==> src/rtl/mc_pkg.sv <==
// Shared types and helpers for the multi-channel pulse-train generator.
package mc_pkg;

  typedef enum logic [1:0] {
    ST_PULSE,
    ST_GAP,
    ST_TAIL
  } mc_state_e;

  function automatic int unsigned mc_neutral(
    input int unsigned lo,
    input int unsigned hi
  );
    return (lo + hi) / 2;
  endfunction

endpackage

==> src/rtl/mc_slew_limiter.sv <==
// One channel: clamps an accepted target into a shadow register and
// slews the live width toward it by at most STEP per commit.
module mc_slew_limiter
  import mc_pkg::*;
#(
  parameter int CW     = 21,
  parameter int PW_MIN = 100000,
  parameter int PW_MAX = 200000,
  parameter int STEP   = 1000
) (
  input  logic          CLK,
  input  logic          RST,
  input  logic [CW-1:0] target,
  input  logic          load,
  input  logic          commit,
  output logic [CW-1:0] cur_width
);

  localparam logic [CW:0] LO  = (CW+1)'(PW_MIN);
  localparam logic [CW:0] HI  = (CW+1)'(PW_MAX);
  localparam logic [CW:0] STP = (CW+1)'(STEP);
  localparam logic [CW:0] NEU = (CW+1)'(mc_neutral(PW_MIN, PW_MAX));

  logic [CW:0] tgt_w;
  logic [CW:0] clamp;
  logic [CW:0] diff;
  logic [CW:0] shadow_q, shadow_d;
  logic [CW:0] cur_q, cur_d;

  assign tgt_w = {1'b0, target};

  always_comb begin
    clamp = tgt_w;
    if (tgt_w < LO) begin
      clamp = LO;
    end else if (tgt_w > HI) begin
      clamp = HI;
    end
    shadow_d = load ? clamp : shadow_q;
  end

  // One extra bit keeps cur+STEP and the differences free of wrap.
  always_comb begin
    cur_d = cur_q;
    diff  = '0;
    if (commit) begin
      if (shadow_q > cur_q) begin
        diff  = shadow_q - cur_q;
        cur_d = (diff > STP) ? cur_q + STP : shadow_q;
      end else if (shadow_q < cur_q) begin
        diff  = cur_q - shadow_q;
        cur_d = (diff > STP) ? cur_q - STP : shadow_q;
      end
    end
  end

  always_ff @(posedge CLK or posedge RST) begin
    if (RST) begin
      shadow_q <= NEU;
      cur_q    <= NEU;
    end else begin
      shadow_q <= shadow_d;
      cur_q    <= cur_d;
    end
  end

  assign cur_width = cur_q[CW-1:0];

endmodule

==> src/rtl/mc_pulse_train.sv <==
// Frame counter, channel sequencer FSM and serial PWM output for
// NCH time-multiplexed servo/ESC channels.
module mc_pulse_train
  import mc_pkg::*;
#(
  parameter int NCH    = 2,
  parameter int CW     = 21,
  parameter int FRAME  = 1100000,
  parameter int GAP    = 110000,
  parameter int PW_MIN = 100000,
  parameter int PW_MAX = 200000,
  parameter int STEP   = 1000
) (
  input  logic              CLK,
  input  logic              RST,
  input  logic [NCH*CW-1:0] target,
  input  logic              target_valid,
  output logic              target_ready,
  output logic              PWM,
  output logic              frame_start,
  output logic [NCH*CW-1:0] cur_width
);

  localparam int FW  = $clog2(FRAME);
  localparam int GW  = $clog2(GAP + 1);
  localparam int PCW = (CW > GW) ? CW : GW;
  localparam int CHW = (NCH > 1) ? $clog2(NCH) : 1;

  localparam logic [FW-1:0]  LAST    = FW'(FRAME - 1);
  localparam logic [PCW-1:0] GAP_END = PCW'(GAP - 1);
  localparam logic [CHW-1:0] CH_LAST = CHW'(NCH - 1);

  if (NCH < 1 || NCH > 8) begin : g_bad_nch
    $error("mc_pulse_train: NCH out of range");
  end
  if (longint'(NCH) * (longint'(PW_MAX) + GAP) >= FRAME) begin : g_bad_frame
    $error("mc_pulse_train: channels do not fit in FRAME");
  end
  if (PW_MIN > PW_MAX) begin : g_bad_pw
    $error("mc_pulse_train: PW_MIN > PW_MAX");
  end
  if (STEP == 0) begin : g_bad_step
    $error("mc_pulse_train: STEP must be nonzero");
  end
  if (PW_MIN < 1 || GAP < 1) begin : g_bad_min
    $error("mc_pulse_train: PW_MIN and GAP must be at least 1");
  end
  if (longint'(PW_MAX) >= (longint'(1) << CW)) begin : g_bad_cw
    $error("mc_pulse_train: PW_MAX does not fit in CW bits");
  end

  // run_q holds the frame at cycle 0 until the first edge after reset.
  logic           run_q;
  logic [FW-1:0]  cnt_q, cnt_d;
  logic [PCW-1:0] pc_q, pc_d;
  logic [CHW-1:0] ch_q, ch_d;
  mc_state_e      state_q, state_d;

  logic           commit;
  logic           load;
  logic [CW-1:0]  w_cur;
  logic [CW-1:0]  w_arr [2**CHW];

  assign target_ready = run_q & (cnt_q != LAST);
  assign frame_start  = run_q & (cnt_q == '0);
  assign PWM          = run_q & (state_q == ST_PULSE);
  assign commit       = run_q & (cnt_q == LAST);
  assign load         = target_valid & target_ready;

  for (genvar g = 0; g < 2**CHW; g++) begin : g_ch
    if (g < NCH) begin : g_lim
      mc_slew_limiter #(
        .CW     (CW),
        .PW_MIN (PW_MIN),
        .PW_MAX (PW_MAX),
        .STEP   (STEP)
      ) u_lim (
        .CLK       (CLK),
        .RST       (RST),
        .target    (target[g*CW +: CW]),
        .load      (load),
        .commit    (commit),
        .cur_width (w_arr[g])
      );
      assign cur_width[g*CW +: CW] = w_arr[g];
    end else begin : g_pad
      assign w_arr[g] = '0;
    end
  end

  assign w_cur = w_arr[ch_q];

  always_comb begin
    cnt_d   = (cnt_q == LAST) ? '0 : cnt_q + FW'(1);
    state_d = state_q;
    ch_d    = ch_q;
    pc_d    = pc_q + PCW'(1);
    unique case (state_q)
      ST_PULSE: begin
        if (pc_q == PCW'(w_cur) - PCW'(1)) begin
          state_d = ST_GAP;
          pc_d    = '0;
        end
      end
      ST_GAP: begin
        if (pc_q == GAP_END) begin
          pc_d = '0;
          if (ch_q == CH_LAST) begin
            state_d = ST_TAIL;
          end else begin
            ch_d    = ch_q + CHW'(1);
            state_d = ST_PULSE;
          end
        end
      end
      ST_TAIL: begin
        pc_d = '0;
        if (cnt_q == LAST) begin
          state_d = ST_PULSE;
          ch_d    = '0;
        end
      end
      default: begin
        state_d = ST_PULSE;
        ch_d    = '0;
        pc_d    = '0;
      end
    endcase
  end

  always_ff @(posedge CLK or posedge RST) begin
    if (RST) begin
      run_q   <= 1'b0;
      cnt_q   <= '0;
      pc_q    <= '0;
      ch_q    <= '0;
      state_q <= ST_PULSE;
    end else begin
      run_q <= 1'b1;
      if (run_q) begin
        cnt_q   <= cnt_d;
        pc_q    <= pc_d;
        ch_q    <= ch_d;
        state_q <= state_d;
      end
    end
  end

endmodule

==> config.mk <==
export PLATFORM = sky130hd
export DESIGN_NAME = mc_pulse_train
export DESIGN_NICKNAME = d
export VERILOG_FILES = /design/src/rtl/mc_pkg.sv /design/src/rtl/mc_slew_limiter.sv /design/src/rtl/mc_pulse_train.sv
export SDC_FILE = /design/constraint.sdc
export NUM_CORES = 1
export LEC_CHECK = 0
export ABC_AREA = 1
export CORE_MARGIN = 8
export CORE_UTILIZATION = 57
export CTS_CLUSTER_DIAMETER = 80
export DETAILED_ROUTE_END_ITERATION = 6
export HOLD_SLACK_MARGIN = 0.03
export PLACE_DENSITY_LB_ADDON = 0.12
export SYNTH_ARGS = -nofsm -noshare
export SYNTH_HDL_FRONTEND = slang
export SYNTH_SLANG_ARGS = --single-unit
==> constraint.sdc <==
create_clock -name CLK -period 4.2 [get_ports CLK]
set_input_delay 0.84 -clock CLK [delete_from_list [all_inputs] [get_ports CLK]]
set_output_delay 0.84 -clock CLK [all_outputs]
set_load 0.02 [all_outputs]
# Word level (Yosys, flattened, before mapping)
# Index checks and enable logic that the tools add are counted.
# W data, S select, Z words.
[totals]
word_cells = 86
output_inout_bits = 45
ff_bits = 134
in_bits = 45
[op_classes]
bitwise = 7
n_addsub = 12
order_cmp = 13
mux = 28
eq_ne = 9
n_reduce_logical = 8
[op_table]
columns = ["cell", "count"]
rows = [
  ["$mux W22", 10],
  ["$mux W21", 8],
  ["$gt A22 B10 Y1 const B", 4],
  ["$sub A22 B22 Y22", 4],
  ["$add A22 B10 Y22 const B", 2],
  ["$gt A22 B22 Y1", 2],
  ["$lt A22 B22 Y1", 2],
  ["$sub A22 B10 Y22 const B", 2],
  ["$add A21 B1 Y21 const B", 2],
  ["$gt A21 B18 Y1 const B", 2],
  ["$lt A21 B17 Y1 const B", 2],
  ["$pmux W21 S2", 1],
  ["$eq A21 B17 Y1 const B", 1],
  ["$eq A21 B21 Y1", 1],
  ["$eq A21 B21 Y1 const B", 1],
  ["$logic_not A21 Y1", 1],
  ["$ne A21 B21 Y1 const B", 1],
  ["$sub A21 B1 Y21 const B", 1],
  ["$mux W2", 4],
  ["$reduce_and A4 Y1", 2],
  ["$pmux W2 S3", 1],
  ["$and A1 B1 Y1", 5],
  ["$ne A2 B2 Y1 const B", 2],
  ["$reduce_and A2 Y1", 2],
  ["other kinds (11)", 14],
]

# Logic depth before layout (Yosys ltp)
[logic_depth]
depth_word = 8
mapped_depth = 24
ltp_nobuf = 22

# Modules after synthesis
# A second synthesis with hierarchy kept.
[unflattened]
cells_unflattened = 2991
area_unflattened_um2 = 17471.8
[by_module_without_submodules]
columns = ["module", "seq_area_each_um2", "area_per_inst_um2", "cells_each", "n_inst"]
rows = [
  ["mc_slew_limiter", 1096.1, 6592.6, 1162, 2],
  ["mc_pulse_train", 1151.1, 4286.6, 667, 1],
]

# Least setup slack after synthesis
# OpenSTA, ideal clock, no wires.
[synth_timing]
path_kind = "reg2reg"
from = "register g_ch[1].g_lim.u_lim.cur_q[5]"
to = "register g_ch[1].g_lim.u_lim.cur_q[1]"
setup_slack_ps = 1295
arrival_time_ps = 2783
required_time_ps = 4079
setup_time_ps = 121
path_buffers = 2
stages_incl_launch_ff = 18
synth_period_minus_slack_ps = 2905
path_cell_list = "dfstp_2 > clkbuf_1 > inv_1 > ha_1 > nand2_2 > nor2_4 > nand2_1 > nor2_1 > nand2_1 > nand4_1 > nand3_1 > nor2_2 > nand3_2 > buf_6 > nand2_2 > nand3_2 > nand2_1 > o21ai_1"
[synth_via]
elab_chain_len = 5
elab_cells_between_ends = 12
cone_classes = "add/sub (2); order compare (4); mux (4); reduce/logical (2)"
[synth_lines]
columns = ["item", "line", "source"]
rows = [
  ["from (decl)", "mc_slew_limiter.sv:28", "logic [CW:0] cur_q, cur_d;"],
  ["from (signal assigned)", "mc_slew_limiter.sv:63", "cur_q <= cur_d;"],
  ["$sub A22 B22 Y22", "mc_slew_limiter.sv:51", "diff = cur_q - shadow_q;"],
  ["$gt A22 B10 Y1", "mc_slew_limiter.sv:52", "cur_d = (diff > STP) ? cur_q - STP : shadow_q;"],
  ["$mux W22", "mc_slew_limiter.sv:52", ""],
  ["$mux W22", "mc_slew_limiter.sv:50", "end else if (shadow_q < cur_q) begin"],
  ["$mux W22", "mc_slew_limiter.sv:47", "if (shadow_q > cur_q) begin"],
]
# Several ways; a longest one is shown, not always the timed one. The select of a mux whose other input is x is not followed.
# A chain may end at the register's enable or synchronous reset.

# Worst setup path in the final report
[layout_timing]
from = "register g_ch[1].g_lim.u_lim.cur_q[11]"
to = "register g_ch[1].g_lim.u_lim.cur_q[1]"
# Same word-level chain as after synthesis.

==> results.toml <==
[min_path]
whs_path_depth = 1
hold_class = "reg2reg"
holdPathEnd = "cnt_q[19]"
holdCritStartpoint = "cnt_q[19]"

[worst_setup_path]
crit_type = "reg2reg"
worstPathArrival_ns = 4.15
crit_top_cell = "nand2_1"
critPathSlowestCell = "dfstp_2"
cp-end-kind = "register"
critical-path-max-stage-delay_ns = 0.70
ff2ff_path_depth = 17
cp_top_family = "simple AND/OR/NAND/NOR gates"
crit_buf_inv = 2
rr_endpoint = "g_ch[1].g_lim.u_lim.cur_q[1]"
cp.required_ns = 4.52
path_max_fanout = 20
reg2reg_from = "g_ch[1].g_lim.u_lim.cur_q[11]"
path_cells = "inv_1, ha_1, nand2_2, nor2_1, inv_2, nor2_1, nand3_1, nand3_1, nand2_1, nand2_1, nand2_1, nor2_4, nand3_2, nand2_2, nand3_2, nand2_1, o21ai_1"
rrSetupSlack_ns = 0.38
worstSetupStartpointType = "register"

[placed_design]
dpl-instance-area_sq_um = 17780
io_buffers = 89
hpwlAfterDp_um = 48550
gp_congestion = 1.049

[cts]
cts_setup_buffers = 0
clock_sinks = 132
cts_hold_buf = 0
cts_tree = "yes"
cts_max_level = 4
cts_buffers = 17
cts_buffer_depth = 2
root_buffer = "clkbuf_16"
cts_resized = 0
clk-insertion-delay-late_ns = 0.45
cts.clk_slew.worst_paths_ns = 0.07

[global_routing]
antenna_found_initial = 1
grt_max_degree = 112
grt_util_all_layers = 0.3366
overflow = 0
grt_pass1_vias = 17770
grt_pass1_wl_um = 95500

[power_and_ir_drop]
ir_worst_vdd_uv = 372.2
power.leakage_nw = 10.08
fin_total_pwr_mw = 4.223
switching_share = 0.3751
power.switching_mw = 1.584
p_int_mw = 2.639
clkPwrFrac = 0.364
power_frac_seq = 0.342
power_density_nw_per_um2 = 229.9
power_frac_comb = 0.294

[yosys]
yosys.cell_types.count = 51
netlist_top_cells_area = "nand2_1 23%, dfrtp_1 15%, inv_1 9.8%, nand3_1 8.9%, ha_1 6.8%"
ys_warn_count = 0
yosys.area.top_type = "nand2_1"
syn_inst = 2880
synth.cell_area_sq_um = 16810
synthTopCellsByCount = "1038 x nand2_1, 440 x inv_1, 298 x nand3_1, 186 x nor2_1, 118 x nand4_1"
synth.most_common_cell = "nand2_1"
synth.avg_cell_area_sq_um = 5.837
synth_fp_nets = 3019
synth_ff_type = "dfrtp_1"
synth_top_area_frac = 0.2318
ys_ff_latch = 132
synth-edff-count = 0
async_flop_share = 1.000
ys_seq_area_frac = 0.1989

[detailed_routing]
wl_met1_um = 26150
top_layer_used = "met5"
met2_length_um = 25930
dr.pass1.iters = 7
wl_per_cell_um = 18.36
ant_nets = 0
drt_iter0_drc = 2233
drcViolationCount = 1
vias = 18920
wl_met3_um = 6999
vias_per_cell = 5.709
finalWirelength_um = 60840

[timing]
max_freq_mhz = 261.6
min_period_ns = 3.823
slew_headroom = 0.1790
rsz0062_at_grt = "no"
maxSlewViolCount = 0
skew_ns = 0.02005
finalSetupViolCount = 0
period_share = 0.9103
finalHoldViolCount = 0
tns_ns = 0
worst_slew_pin_slew_ns = 1.232

[floorplanning]
std_cell_rows = 63
core_sq_um = 29320
die-area_sq_um = 35240
chipHeight_um = 187.7
chipWidth_um = 187.7
start_util = 0.5733
io_pins = 90

[layout]
area_growth_pct = 9.289
drive_above_1_share = 0.07182
diodes = 0
nets = 3050
stdcell_area_sq_um = 18370
final_util = 0.6265

[outcome]
status = "complete, but fails checks"
violations = "DRC"

[job]
max_cap_violations = 0
[worst max path at each step]
stage	startpoint	to	slack, ns	cells past startpoint
2_1_floorplan	g_ch[1].g_lim.u_lim.cur_q[5]	g_ch[1].g_lim.u_lim.cur_q[1]	1.30	17
3_3_place_gp	g_ch[0].g_lim.u_lim.cur_q[5]	g_ch[0].g_lim.u_lim.cur_q[20]	0.62	19
3_5_place_dp	g_ch[0].g_lim.u_lim.cur_q[5]	g_ch[0].g_lim.u_lim.cur_q[19]	0.58	19
4_1_cts	g_ch[1].g_lim.u_lim.cur_q[11]	g_ch[1].g_lim.u_lim.cur_q[1]	0.55	17
5_1_grt	g_ch[1].g_lim.u_lim.cur_q[11]	g_ch[1].g_lim.u_lim.cur_q[1]	0.11	17
6_report	g_ch[1].g_lim.u_lim.cur_q[11]	g_ch[1].g_lim.u_lim.cur_q[1]	0.38	17
[routing by layer]
layer,global-route usage,up-vias
met2,0.5054,952
met4,0.1155,2
met5,0,-
met1,0.4594,8720
li1,-,9105
met3,0.09101,140
[power groups by stage]
stage | sequential (mW) | clock, mW | combinational [mW]
floorplan | 1.44 | 0 | 0.868
global placement | 1.46 | 0 | 1.19
detailed placement | 1.46 | 0 | 1.20
CTS | 1.44 | 1.54 | 1.21
global route | 1.46 | 1.58 | 1.37
finish | 1.45 | 1.54 | 1.24
[cell type report]
class,instances,area [sq um]
well taps,390,488.0
flip-flops and latches,132,3344
inverters,470,1768
clock inverters,11,113.9
repair buffers,126,1181
multi-input cells,2164,11000
fillers,2828,10950
clock buffers,21,480.5
[worst reg2reg max path: stages (launching register included)]
cell and delay (ns):
dfstp_2 0.70, inv_1 0.18, ha_1 0.56, nand2_2 0.15
nor2_1 0.21, inv_2 0.06, nor2_1 0.16, nand3_1 0.12
nand3_1 0.09, nand2_1 0.05, nand2_1 0.13, nand2_1 0.11
nor2_4 0.11, nand3_2 0.51, nand2_2 0.24, nand3_2 0.15
nand2_1 0.10, o21ai_1 0.07
[state kept, by name (all words and copies together) (netlist names)]
name,cells
ch_q,1
g_ch.g_lim.u_lim.cur_q,44
state_q,2
pc_q,21
run_q,1
cnt_q,21
g_ch.g_lim.u_lim.shadow_q,42
[logic make-up (layout without fill, tap and decap cells)]
group	count (synthesis)	after routing	share of synthesized area
compound gates	197	197	0.06677
fa+ha+maj	94	94	0.07086
other cells	1	1	0.0002231
flops	132	132	0.1989
simple gates	1763	1763	0.4595
xor+xnor	109	109	0.05679
buf+inv	584	628	0.1470
[through the flow]
step	cells	setup WS, ns	hold slack (ns)
4_1_cts	3314	0.5539	0.5069
6_report	3314	0.3767	0.5045
3_5_place_dp	3282	0.5753	0.4928
5_1_grt	3314	0.1114	0.5446
3_3_place_gp	3282	0.6189	0.4840
2_1_floorplan	2880	1.295	0.4641
[placed cells by master, fill, tap and decap left out, types with 4 or more instances in the layout]
master           synthesis  layout
nand2_1               1038    1038
inv_1                  440     439
nand3_1                298     298
nor2_1                 186     186
nand4_1                118     118
xor2_1                 107     107
dfrtp_1                100      99
a21oi_1                 92      92
ha_1                    92      92
clkdlybuf4s50_1          0      89
o21ai_0                 39      39
buf_4                   49      36
nor3_1                  32      32
dfstp_2                 32      32
inv_2                   23      23
nor2_4                  19      19
o21ai_1                 18      18
nor2_2                  17      17
nand2_2                 17      17
clkbuf_16                0      17
o21ai_2                 14      14
o22ai_1                 11      11
nor4_1                  10      10
clkinv_1                 7       7
o21bai_1                 6       6
nand3b_1                 6       6
o211ai_1                 5       5
o31ai_1                  4       4
nand3_2                  4       4
clkbuf_8                 0       4
inv_6                    0       4
No activity file was read; power rests on OpenSTA's default activity.
